## config.mk

```make
export PLATFORM = sky130hd
export DESIGN_NAME = peri_pwm_capture
export DESIGN_NICKNAME = d
export VERILOG_FILES = /design/src/rtl/peri_pwm_capture.sv
export SDC_FILE = /design/constraint.sdc
export NUM_CORES = 1
export LEC_CHECK = 0
export BUFFER_PORTS_ARGS = -buffer_cell sky130_fd_sc_hd__buf_2
export CORE_AREA = 5 5 114 116
export CTS_CLUSTER_DIAMETER = 200
export DETAILED_ROUTE_END_ITERATION = 8
export DIE_AREA = 0 0 119 121
export PLACE_DENSITY_LB_ADDON = 0.2
export SYNTH_ARGS = -nofsm -noshare
export SYNTH_HDL_FRONTEND = slang
export SYNTH_SLANG_ARGS = --single-unit
```

## constraint.sdc

```tcl
create_clock -name clk_i -period 3.2 [get_ports clk_i]
set_clock_uncertainty 0.05 [all_clocks]
set_input_delay 0.64 -clock clk_i [delete_from_list [all_inputs] [get_ports clk_i]]
set_output_delay 0.64 -clock clk_i [all_outputs]
set_load 0.02 [all_outputs]
```

## src/rtl/peri_pwm_capture.sv

```systemverilog
// peri_pwm_capture
//   Wishbone peripheral that measures an incoming PWM waveform. It reports the
//   period, the high time and an 8-bit duty value duty = floor(256*high/period),
//   which uses the same encoding the PWM channel accepts.
//
// Ports
//   clk_i     in   1     system clock
//   rst_ni    in   1     asynchronous active-low reset
//   wb_stb_i  in   1     Wishbone strobe (cycle already qualified)
//   wb_we_i   in   1     Wishbone write enable (writes are acked, no effect)
//   wb_adr_i  in   2     register select: 0 duty, 1 high, 2 period, 3 status
//   wb_dat_i  in   8     Wishbone write data (unused)
//   wb_dat_o  out  CntW  Wishbone read data, zero-extended
//   wb_ack_o  out  1     Wishbone acknowledge (same cycle as strobe)
//   pwm_i     in   1     asynchronous PWM input
//
// Divider FSM
//   state  | meaning
//   S_IDLE | no divide running
//   S_DIV  | producing one quotient bit per clk, MSB first
//   S_DONE | quotient complete, written to duty_q on this edge
module peri_pwm_capture #(
    parameter int CntW = 16
) (
    input  logic            clk_i,
    input  logic            rst_ni,
    input  logic            wb_stb_i,
    input  logic            wb_we_i,
    input  logic [1:0]      wb_adr_i,
    input  logic [7:0]      wb_dat_i,
    output logic [CntW-1:0] wb_dat_o,
    output logic            wb_ack_o,
    input  logic            pwm_i
);

    typedef enum logic [1:0] {S_IDLE, S_DIV, S_DONE} state_t;

    localparam logic [CntW-1:0] CntMax = '1;

    logic            r_sync1, r_s, r_s_d;
    logic [CntW-1:0] r_per_cnt, r_hi_cnt;
    logic [CntW-1:0] r_period_q, r_high_q, r_rem;
    logic [7:0]      r_duty_q, r_q;
    logic [2:0]      r_idx;
    logic            r_armed, r_valid, r_stale, r_ovr;
    state_t          r_state;

    logic            w_rise, w_timeout, w_capture, w_busy, w_stat_rd;
    logic [CntW:0]   w_rem2, w_diff;
    logic            w_unused;

    assign w_rise    = r_s & ~r_s_d;
    // Saturated period counter without a new edge means the line is stuck.
    assign w_timeout = ~w_rise & (r_per_cnt == CntMax);
    assign w_capture = w_rise & r_armed;
    assign w_busy    = (r_state != S_IDLE);
    assign w_stat_rd = wb_stb_i & ~wb_we_i & (wb_adr_i == 2'd3);
    assign w_rem2    = {r_rem, 1'b0};
    assign w_diff    = w_rem2 - {1'b0, r_period_q};
    assign w_unused  = ^wb_dat_i;

    // Synchroniser, counters, captured values and status flags.
    always_ff @(posedge clk_i or negedge rst_ni) begin
        if (!rst_ni) begin
            r_sync1    <= 1'b0;
            r_s        <= 1'b0;
            r_s_d      <= 1'b0;
            r_per_cnt  <= '0;
            r_hi_cnt   <= '0;
            r_period_q <= '0;
            r_high_q   <= '0;
            r_armed    <= 1'b0;
            r_valid    <= 1'b0;
            r_stale    <= 1'b0;
            r_ovr      <= 1'b0;
        end else begin
            r_sync1 <= pwm_i;
            r_s     <= r_sync1;
            r_s_d   <= r_s;

            if (w_rise) begin
                r_per_cnt <= CntW'(1);
                r_hi_cnt  <= CntW'(1);
            end else begin
                if (r_per_cnt != CntMax)
                    r_per_cnt <= r_per_cnt + CntW'(1);
                if (r_s && (r_hi_cnt != CntMax))
                    r_hi_cnt <= r_hi_cnt + CntW'(1);
            end

            if (w_capture) begin
                r_period_q <= r_per_cnt;
                r_high_q   <= r_hi_cnt;
            end

            if (w_timeout)
                r_armed <= 1'b0;
            else if (w_rise)
                r_armed <= 1'b1;

            if (w_timeout)
                r_stale <= 1'b1;
            else if (w_capture)
                r_stale <= 1'b0;

            // Set has priority over the read-to-clear of the status register.
            if (w_capture)
                r_valid <= 1'b1;
            else if (w_stat_rd)
                r_valid <= 1'b0;

            if (w_capture && w_busy)
                r_ovr <= 1'b1;
            else if (w_stat_rd)
                r_ovr <= 1'b0;
        end
    end

    // Restoring divider: q = floor(256*high/period). The capture edge loads the
    // dividend straight from the counter so duty_q lands 9 clk after capture.
    always_ff @(posedge clk_i or negedge rst_ni) begin
        if (!rst_ni) begin
            r_state  <= S_IDLE;
            r_rem    <= '0;
            r_q      <= '0;
            r_idx    <= '0;
            r_duty_q <= '0;
        end else if (w_timeout) begin
            r_state  <= S_IDLE;
            r_duty_q <= {8{r_s}};
        end else if (w_capture) begin
            r_state <= S_DIV;
            r_rem   <= r_hi_cnt;
            r_q     <= '0;
            r_idx   <= 3'd7;
        end else begin
            case (r_state)
                S_DIV: begin
                    if (w_rem2 >= {1'b0, r_period_q}) begin
                        r_rem        <= w_diff[CntW-1:0];
                        r_q[r_idx]   <= 1'b1;
                    end else begin
                        r_rem <= w_rem2[CntW-1:0];
                    end
                    if (r_idx == 3'd0)
                        r_state <= S_DONE;
                    else
                        r_idx <= r_idx - 3'd1;
                end
                S_DONE: begin
                    r_duty_q <= r_q;
                    r_state  <= S_IDLE;
                end
                default: r_state <= S_IDLE;
            endcase
        end
    end

    assign wb_ack_o = wb_stb_i;

    always_comb begin
        wb_dat_o = '0;
        case (wb_adr_i)
            2'd0: wb_dat_o = {{(CntW-8){1'b0}}, r_duty_q};
            2'd1: wb_dat_o = r_high_q;
            2'd2: wb_dat_o = r_period_q;
            2'd3: wb_dat_o = {{(CntW-3){1'b0}}, r_ovr, r_stale, r_valid};
            default: wb_dat_o = '0;
        endcase
    end

endmodule

```

* Word level (Yosys, flattened, before mapping) *
Index checks and enable logic that the tools add are counted.
W data, S select, Z words.

storage, ports and cells
  register bits after elaboration = 108
  bits of input ports = 15
  output and inout port bits = 17
  word-level logic and storage cells = 93

operators by class
  add/sub/neg operators = 4
  magnitude comparators = 3
  equal/unequal tests = 11
  muxes and demuxes = 30
  bitwise logic cells = 10
  reduce and logical (&&, ||, !) cells = 19

operators by type and width
  kind                     count
  $mux W16                 7
  $pmux W16 S4             1
  $mux W8                  6
  $add A16 B1 Y16 const B  2
  $ne A16 B16 Y1 const B   2
  $reduce_bool A2 Y1       10
  $ge A17 B16 Y1           1
  $eq A16 B16 Y1 const B   1
  $sub A16 B16 Y16         1
  $mux W3                  3
  $mux W1                  8
  $mux W2                  4
  $or A8 B8 Y8             1
  $eq A2 B2 Y1 const B     3
  $reduce_and A3 Y1        2
  $and A1 B1 Y1            5
  $eq A2 B1 Y1 const B     2
  $lt A3 B4 Y1 const B     1
  $ne A2 B2 Y1 const B     2
  $ne A4 B4 Y1 const B     1
  $not A1 Y1               4
  $reduce_and A2 Y1        2
  $demux W1 S3             1
  $ge A3 B1 Y1 const B     1
  4 further kinds          6

* Logic depth before layout (Yosys ltp) *
Gate-level depths: netlist of the first run.

  depth after elaboration = 8
  depth in mapped cells = 10
  depth with buffers taken out = 9

* Least setup slack after synthesis of the first run *
OpenSTA, ideal clock, no wires.

  path type = register -> register
  start point = register r_period_q[1]
  end point = register r_rem[1]
  library setup time = 0.076 ns
  data arrival time = 2.365 ns
  data required time = 3.074 ns
  slack = 0.709 ns
  stages on the path, launching flop included = 10
  path buffers = 0
  period minus slack after synthesis = 2.491 ns
  cells stage by stage = dfrtp_1 inv_1 ha_1 nor2b_1 o21a_1 a31o_2 a211o_2 a31oi_4 mux2_2 o21ai_1

between the ends
  longest elaborated chain between the ends = 4
  elaborated cells between the ends (all ways) = 5
  classes of those cells = 1 x add/sub; 1 x order compare; 3 x mux

RTL lines
  what                                                RTL line  source
  start: declaration                                  42        logic [CntW-1:0] r_period_q, r_high_q, r_rem;
  start signal: assignment                            92        r_period_q <= r_per_cnt;
  $sub A16 B16 Y16 or $ge A17 B16 Y1 (tied branches)  59, 139
  $mux W16 (*)                                        139       if (w_rem2 >= {1'b0, r_period_q}) begin
  $mux W16 (*)                                        137       case (r_state)
  $mux W16 (*)                                        131       end else if (w_capture) begin
  end signal: assignment                              133       r_rem <= r_hi_cnt;
  end signal: assignment                              140       r_rem <= w_diff[CntW-1:0];
  end signal: assignment                              143       r_rem <= w_rem2[CntW-1:0];
  end: declaration                                    42

Mark *: on every way between the ends. The rest lies on a longest branch, timed or not. The select of a mux whose other input is x is not followed.
A chain may end at the register's enable or synchronous reset.

* Worst setup path in the final report of the first run *
  start point = register r_per_cnt[0]
  end point = register r_q[1]

between the ends
  longest elaborated chain between the ends = 4

RTL lines
  what                                RTL line  source
  start: declaration                  41        logic [CntW-1:0] r_per_cnt, r_hi_cnt;
  start signal: assignment            82        r_per_cnt <= CntW'(1);
  start signal: assignment            86        r_per_cnt <= r_per_cnt + CntW'(1);
  $eq A16 B16 Y1                      54        assign w_timeout = ~w_rise & (r_per_cnt == CntMax);
  $and A1 B1 Y1                       54
  $not A1 Y1 (no source line)         n/a
  $reduce_and A3 Y1 (no source line)  n/a
  end signal: assignment              125       r_q <= '0;
  end signal: assignment              134       r_q <= '0;
  end signal: indexed assignment      141       r_q[r_idx] <= 1'b1;
  end: declaration                    43        logic [7:0] r_duty_q, r_q;

Every way passes these cells.

==> impl_metrics.json, run 1 <==
{
  "wl_mm": 14.3,
  "avgSynthCellArea_um2": 9.39,
  "cpMostUsedCell": "nand2_1",
  "antenna_cells": 0,
  "core-area_mm2": 0.0118,
  "grt_use_total_pct": 21.1,
  "grt_pass1_wl_mm": 24.1,
  "gp_congestion": 0.874,
  "clkLatencyLatePin_ns": 0.35,
  "p_leak_nw": 2.98,
  "cts.sinks": 108,
  "worst-setup-path-type": "reg -> reg",
  "place_ws_ns": 0.447,
  "start_kind": "flop",
  "via_per_inst": 5.76,
  "required_ns": 3.41,
  "crit_chain": "ha_1 -> nand2_1 -> or2_2 -> nand2b_4 -> a21boi_2 -> nor2_1 -> nand2_1 -> o31ai_1",
  "htree_levels": 3,
  "finalSetupTns_ns": 0,
  "p_per_area_mw_per_mm2": 816,
  "setup_viol": 0,
  "vias": 4536,
  "critPathMaxStageDelay_ns": 0.67,
  "place_area_mm2": 0.00609,
  "start_util_pct": 49.1,
  "ys_async_sr_fraction_pct": 100,
  "grt_max_degree": 61,
  "ant_nets": 0,
  "final_cell_area_mm2": 0.00637,
  "critPathLaunch": "r_per_cnt[0]$_DFFE_PN0N_",
  "final_common_cell": "nand2_1",
  "die_area_mm2": 0.0144,
  "fillers": 1099,
  "cts_tree": "yes",
  "area_growth_pct": 9.86,
  "cts_hold_buf": 0,
  "root_buffer": "clkbuf_16",
  "clkTransAtPathRegs_ns": 0.07,
  "synth_sequential_area_ratio_pct": 46.6,
  "tightest_slew_ns": 0.857,
  "maxSlewHeadroom_pct": 42.7,
  "crit_family": "simple AND/OR/NAND/NOR gates",
  "post-dp-hpwl_mm": 10.6,
  "rsz0062_at_grt": "no",
  "cts_setup_buffers": 0,
  "power.total_mw": 5.20,
  "io_buffers": 23,
  "cp-end-kind": "flop",
  "drc": 0,
  "hold_viol_final": 0,
  "antenna_found_initial": 0,
  "syn_inst": 618,
  "clockBufferDepth": 2,
  "synth_area_leaders": "dfrtp_1 47%, nand2_1 7.2%, ha_1 4.3%",
  "crit_fanout": 13,
  "peakVddDrop_v": 0.000427,
  "synth_top_area_share_pct": 46.6,
  "layout_setup_ws_ns": 0.386,
  "min-delay-path-class": "in -> async",
  "io_pins": 32,
  "max_cap_violations": 0,
  "cts_buffers": 9,
  "overflow": 0,
  "synth_edf_count": 0,
  "synth-seq-cells": 108,
  "finalCriticalPeriod_ns": 2.81,
  "dr.pass1.iters": 5,
  "multi_input_area_mm2": 0.00288,
  "grt_pass1_vias": 4634,
  "drt-initial-drc-count": 466,
  "synthesis.area_mm2": 0.00580,
  "fp.dieH_um": 121,
  "regArea_mm2": 0.00270,
  "outcome": "complete, no violations",
  "path_buf_inv": 0,
  "layout_common_cells": "111 x nand2_1, 108 x dfrtp_1, 62 x nor2_1",
  "reg2reg_from": "r_per_cnt[0]$_DFFE_PN0N_",
  "rows": 40,
  "synthFlopType": "dfrtp_1",
  "fmax_mhz": 355,
  "synth_top_area_cell": "dfrtp_1",
  "post_cts_resized": 0,
  "die_x_um": 119,
  "synth_cell_types": 56,
  "finalCritPeriodShare_pct": 87.9,
  "yosys_warnings": 0,
  "drive_gt1_share_pct": 12.2,
  "nets": 673,
  "synth_nets": 654,
  "arrival_ns": 3.02,
  "worst_path_max_delay_cell": "nor2_1",
  "slew_viol_final": 0,
  "wl_per_cell_um": 18.1
}
registers in the layout, indices dropped and copies added (netlist names), 2 cells and up:
register    flops
r_duty_q        8
r_hi_cnt       16
r_high_q       16
r_idx           3
r_per_cnt      16
r_period_q     16
r_q             8
r_rem          16
r_state         2
worst paths after layout:
kind / endpoint / cells past startpoint / slack [ns]
max in group asynchronous: r_duty_q[2]$_DFFE_PN0P_ / 2 / 2.12
worst max-delay path: r_q[1]$_DFFE_PN0P_ / 8 / 0.39
worst max register to register: r_q[1]$_DFFE_PN0P_ / 8 / 0.39
worst min register to register: r_s$_DFF_PN0_ / 0 / 0.31
worst min-delay path: r_per_cnt[5]$_DFFE_PN0N_ / 1 / 0.31
min in group clk_i: r_s$_DFF_PN0_ / 0 / 0.31
through the flow:
stage / hold slack, ns / utilization (%) / std cells
floorplan: 0.281 / - / 618
global placement: 0.289 / 51.6 / 773
detailed placement: 0.290 / 51.6 / 773
CTS: 0.308 / 54.0 / 787
global route: 0.317 / 54.0 / 787
finish: 0.306 / 54.0 / 787
cell usage after synthesis, drive strengths merged (7+ instances only):
library cell    n
a21oi          15
nor2b           7
o21ai          47
clkbuf         22
mux2i          13
xor2           21
xnor2          19
nand3          19
nand2         111
ha             20
inv            27
nand4          12
and3            9
nor2           62
mux2            9
dfrtp         108
a22o           11
a22oi          11
a31oi           7
per-layer routing:
| layer | share of wire (%) | track usage, % | routed length, um | vias up |
|---|---|---|---|---|
| li1 | - | - | - | 2160 |
| met1 | 46 | 27.8 | 6500 | 2264 |
| met2 | 49 | 35.5 | 6990 | 93 |
| met3 | 3.3 | 3.92 | 474 | 19 |
| met4 | 2.1 | 6.30 | 297 | 0 |
| met5 | 0 | 0 | 0 | - |
cell type report:
| type | instances | share of cell area (%) |
|---|---|---|
| clock inverters | 4 | 0.824 |
| multi-input cells | 456 | 45.2 |
| well taps | 147 | 2.89 |
| inverters | 27 | 1.59 |
| clock buffers | 10 | 3.59 |
| repair buffers | 35 | 3.46 |
| flip-flops and latches | 108 | 42.4 |
logic make-up after synthesis:
group	after synthesis	synth area share, %
adders and majority gates	21	4.66
buffers and inverters	54	3.77
xor gates and xnor gates	40	6.04
AOI/OAI and AO/OA	130	15.5
and+or+nand+nor	240	18.3
muxes	25	5.15
DFF	108	46.6
worst register-to-register path: cells and delay by family, from the launching register on:
kind                       cells  cell delay [ns]
and+or+nand+nor                5             1.59
DFF                            1             0.43
AOI/OAI and AO/OA              2             0.41
adders and majority gates      1             0.26
power breakdown:
| group | switching (mW) | internal [mW] |
|---|---|---|
| clock | 0.488 | 0.599 |
| sequential | 0.259 | 1.65 |
| combinational | 1.25 | 0.958 |
| total | 1.99 | 3.20 |
(Power assumes the default switching activity.)
==> inputs of run 2 (changes only) <==
CORE_AREA = 5 5 105 107   (was 5 5 114 116)
DIE_AREA = 0 0 110 112   (was 0 0 119 121)
==> run 2 against run 1 <==
  * Sequential cell count is the same
  * Combinational power about the same
  * Via count decreased by 0.42%
  * Utilization rose by 8.4 points
  * Cell area decreased by 1.7%
  * Critical path depth rose by 1
  * Largest cell class unchanged
  * Non-clock buffer count shrank 1
==> impl_metrics.json, run 2 (synthesis gave the netlist of run 1 again) <==
{
  "clkLatencyLatePin_ns": 0.38,
  "nets": 672,
  "arrival_ns": 3.04,
  "ant_nets": 0,
  "crit_fanout": 10,
  "required_ns": 3.41,
  "grt_pass1_wl_mm": 22.6,
  "path_buf_inv": 1,
  "slew_viol_final": 0,
  "min-delay-path-class": "in -> async",
  "tightest_slew_ns": 0.733,
  "cts_setup_buffers": 0,
  "r2r-end": "r_rem[15]$_DFFE_PN0P_",
  "via_per_inst": 5.81,
  "cts_tree": "yes",
  "gp_congestion": 0.884,
  "outcome": "complete, no violations",
  "cts.sinks": 108,
  "antenna_found_initial": 0,
  "clkTransAtPathRegs_ns": 0.10,
  "finalCriticalPeriod_ns": 2.83,
  "p_per_area_mw_per_mm2": 791,
  "drive_gt1_share_pct": 12.0,
  "fmax_mhz": 353,
  "cp-end-kind": "flop",
  "core-area_mm2": 0.0100,
  "root_buffer": "clkbuf_8",
  "drc": 0,
  "final_common_cell": "nand2_1",
  "grt_pass1_vias": 4462,
  "wl_per_cell_um": 17.5,
  "wl_mm": 13.6,
  "hold_viol_final": 0,
  "grt_use_total_pct": 23.8,
  "fp.dieH_um": 112,
  "rsz0062_at_grt": "no",
  "cts_hold_buf": 0,
  "critPathMaxStageDelay_ns": 0.42,
  "start_util_pct": 57.8,
  "htree_levels": 3,
  "layout_common_cells": "111 x nand2_1, 108 x dfrtp_1, 62 x nor2_1",
  "worst-setup-path-type": "reg -> reg",
  "drt-initial-drc-count": 351,
  "maxSlewHeadroom_pct": 50.8,
  "area_growth_pct": 7.94,
  "post_cts_resized": 0,
  "io_buffers": 23,
  "crit_chain": "inv_1 -> ha_1 -> nor2b_1 -> o21a_1 -> a31o_2 -> a211o_2 -> a31o_2 -> nand2_1 -> o211ai_1",
  "overflow": 0,
  "dr.pass1.iters": 4,
  "clockBufferDepth": 2,
  "p_leak_nw": 2.94,
  "setup_viol": 0,
  "reg2reg_depth": 9,
  "rows": 37,
  "post-dp-hpwl_mm": 10.0,
  "cts_buffers": 9,
  "grt_max_degree": 61,
  "die_area_mm2": 0.0123,
  "power.total_mw": 4.95,
  "die_x_um": 110,
  "io_pins": 32,
  "finalCritPeriodShare_pct": 88.5,
  "start_kind": "flop",
  "crit_family": "compound AO/OA/AOI/OAI gates",
  "finalSetupTns_ns": 0,
  "antenna_cells": 0,
  "cpMostUsedCell": "a31o_2",
  "ff2ff_setup_slack_ns": 0.37,
  "worst_path_max_delay_cell": "dfrtp_1",
  "reg2reg_from": "r_period_q[1]$_DFFE_PN0P_",
  "vias": 4517,
  "max_cap_violations": 0,
  "peakVddDrop_v": 0.000580
}
run 2: cell types whose count changed in the layout (fill, tap and decap cells not counted):
cell	before	now
buf_4	12	11
inv_6	0	2
clkbuf_8	0	9
clkinv_4	0	1
clkbuf_1	1	3
clkbuf_16	9	0
clkinvlp_4	3	0
run 2: worst max-delay path by stage:
stage / end / startpoint / cells after the start
final: r_rem[15]$_DFFE_PN0P_ / r_period_q[1]$_DFFE_PN0P_ / 9
after global routing: r_rem[14]$_DFFE_PN0P_ / r_period_q[1]$_DFFE_PN0P_ / 9
after CTS: r_rem[15]$_DFFE_PN0P_ / r_period_q[1]$_DFFE_PN0P_ / 9
after detailed placement: r_rem[14]$_DFFE_PN0P_ / r_period_q[1]$_DFFE_PN0P_ / 9
after global placement: r_rem[15]$_DFFE_PN0P_ / r_period_q[1]$_DFFE_PN0P_ / 9
after floorplan: r_rem[1]$_DFFE_PN0P_ / r_period_q[1]$_DFFE_PN0P_ / 9
run 2: per-layer routing:
layer | track usage [%] | up-vias | wire (um)
met5 | 0 | - | 0
met4 | 11.2 | 0 | 540
met3 | 3.77 | 36 | 638
met2 | 36.2 | 128 | 6390
met1 | 33.2 | 2180 | 6050
li1 | - | 2173 | -
run 2: power by group:
group / internal (mW) / leakage [nW] / switching [mW] / total (mW)
Clock: 0.371 / 0.0956 / 0.469 / 0.840
Sequential: 1.64 / 1.42 / 0.255 / 1.90
Combinational: 0.963 / 1.42 / 1.25 / 2.21
run 2: through the flow:
stage / area, um2 / hold WS [ns] / setup WS (ns) / instances / util (%)
finish: 6260 / 0.241 / 0.367 / 777 / 62.3
global route: 6260 / 0.283 / 0.194 / 777 / 62.3
CTS: 6260 / 0.259 / 0.373 / 777 / 62.3
detailed placement: 6070 / 0.288 / 0.391 / 761 / 60.4
global placement: 6070 / 0.289 / 0.444 / 761 / 60.4
floorplan: 5800 / 0.281 / 0.709 / 618 / -
run 2: area by class of cell:
class | instances | area [um2]
flip-flops and latches | 108 | 2700
fillers | 833 | 3780
multi-input cells | 456 | 2880
well taps | 136 | 170
clock buffers | 12 | 135
repair buffers | 34 | 213
clock inverters | 4 | 56.3
inverters | 27 | 101
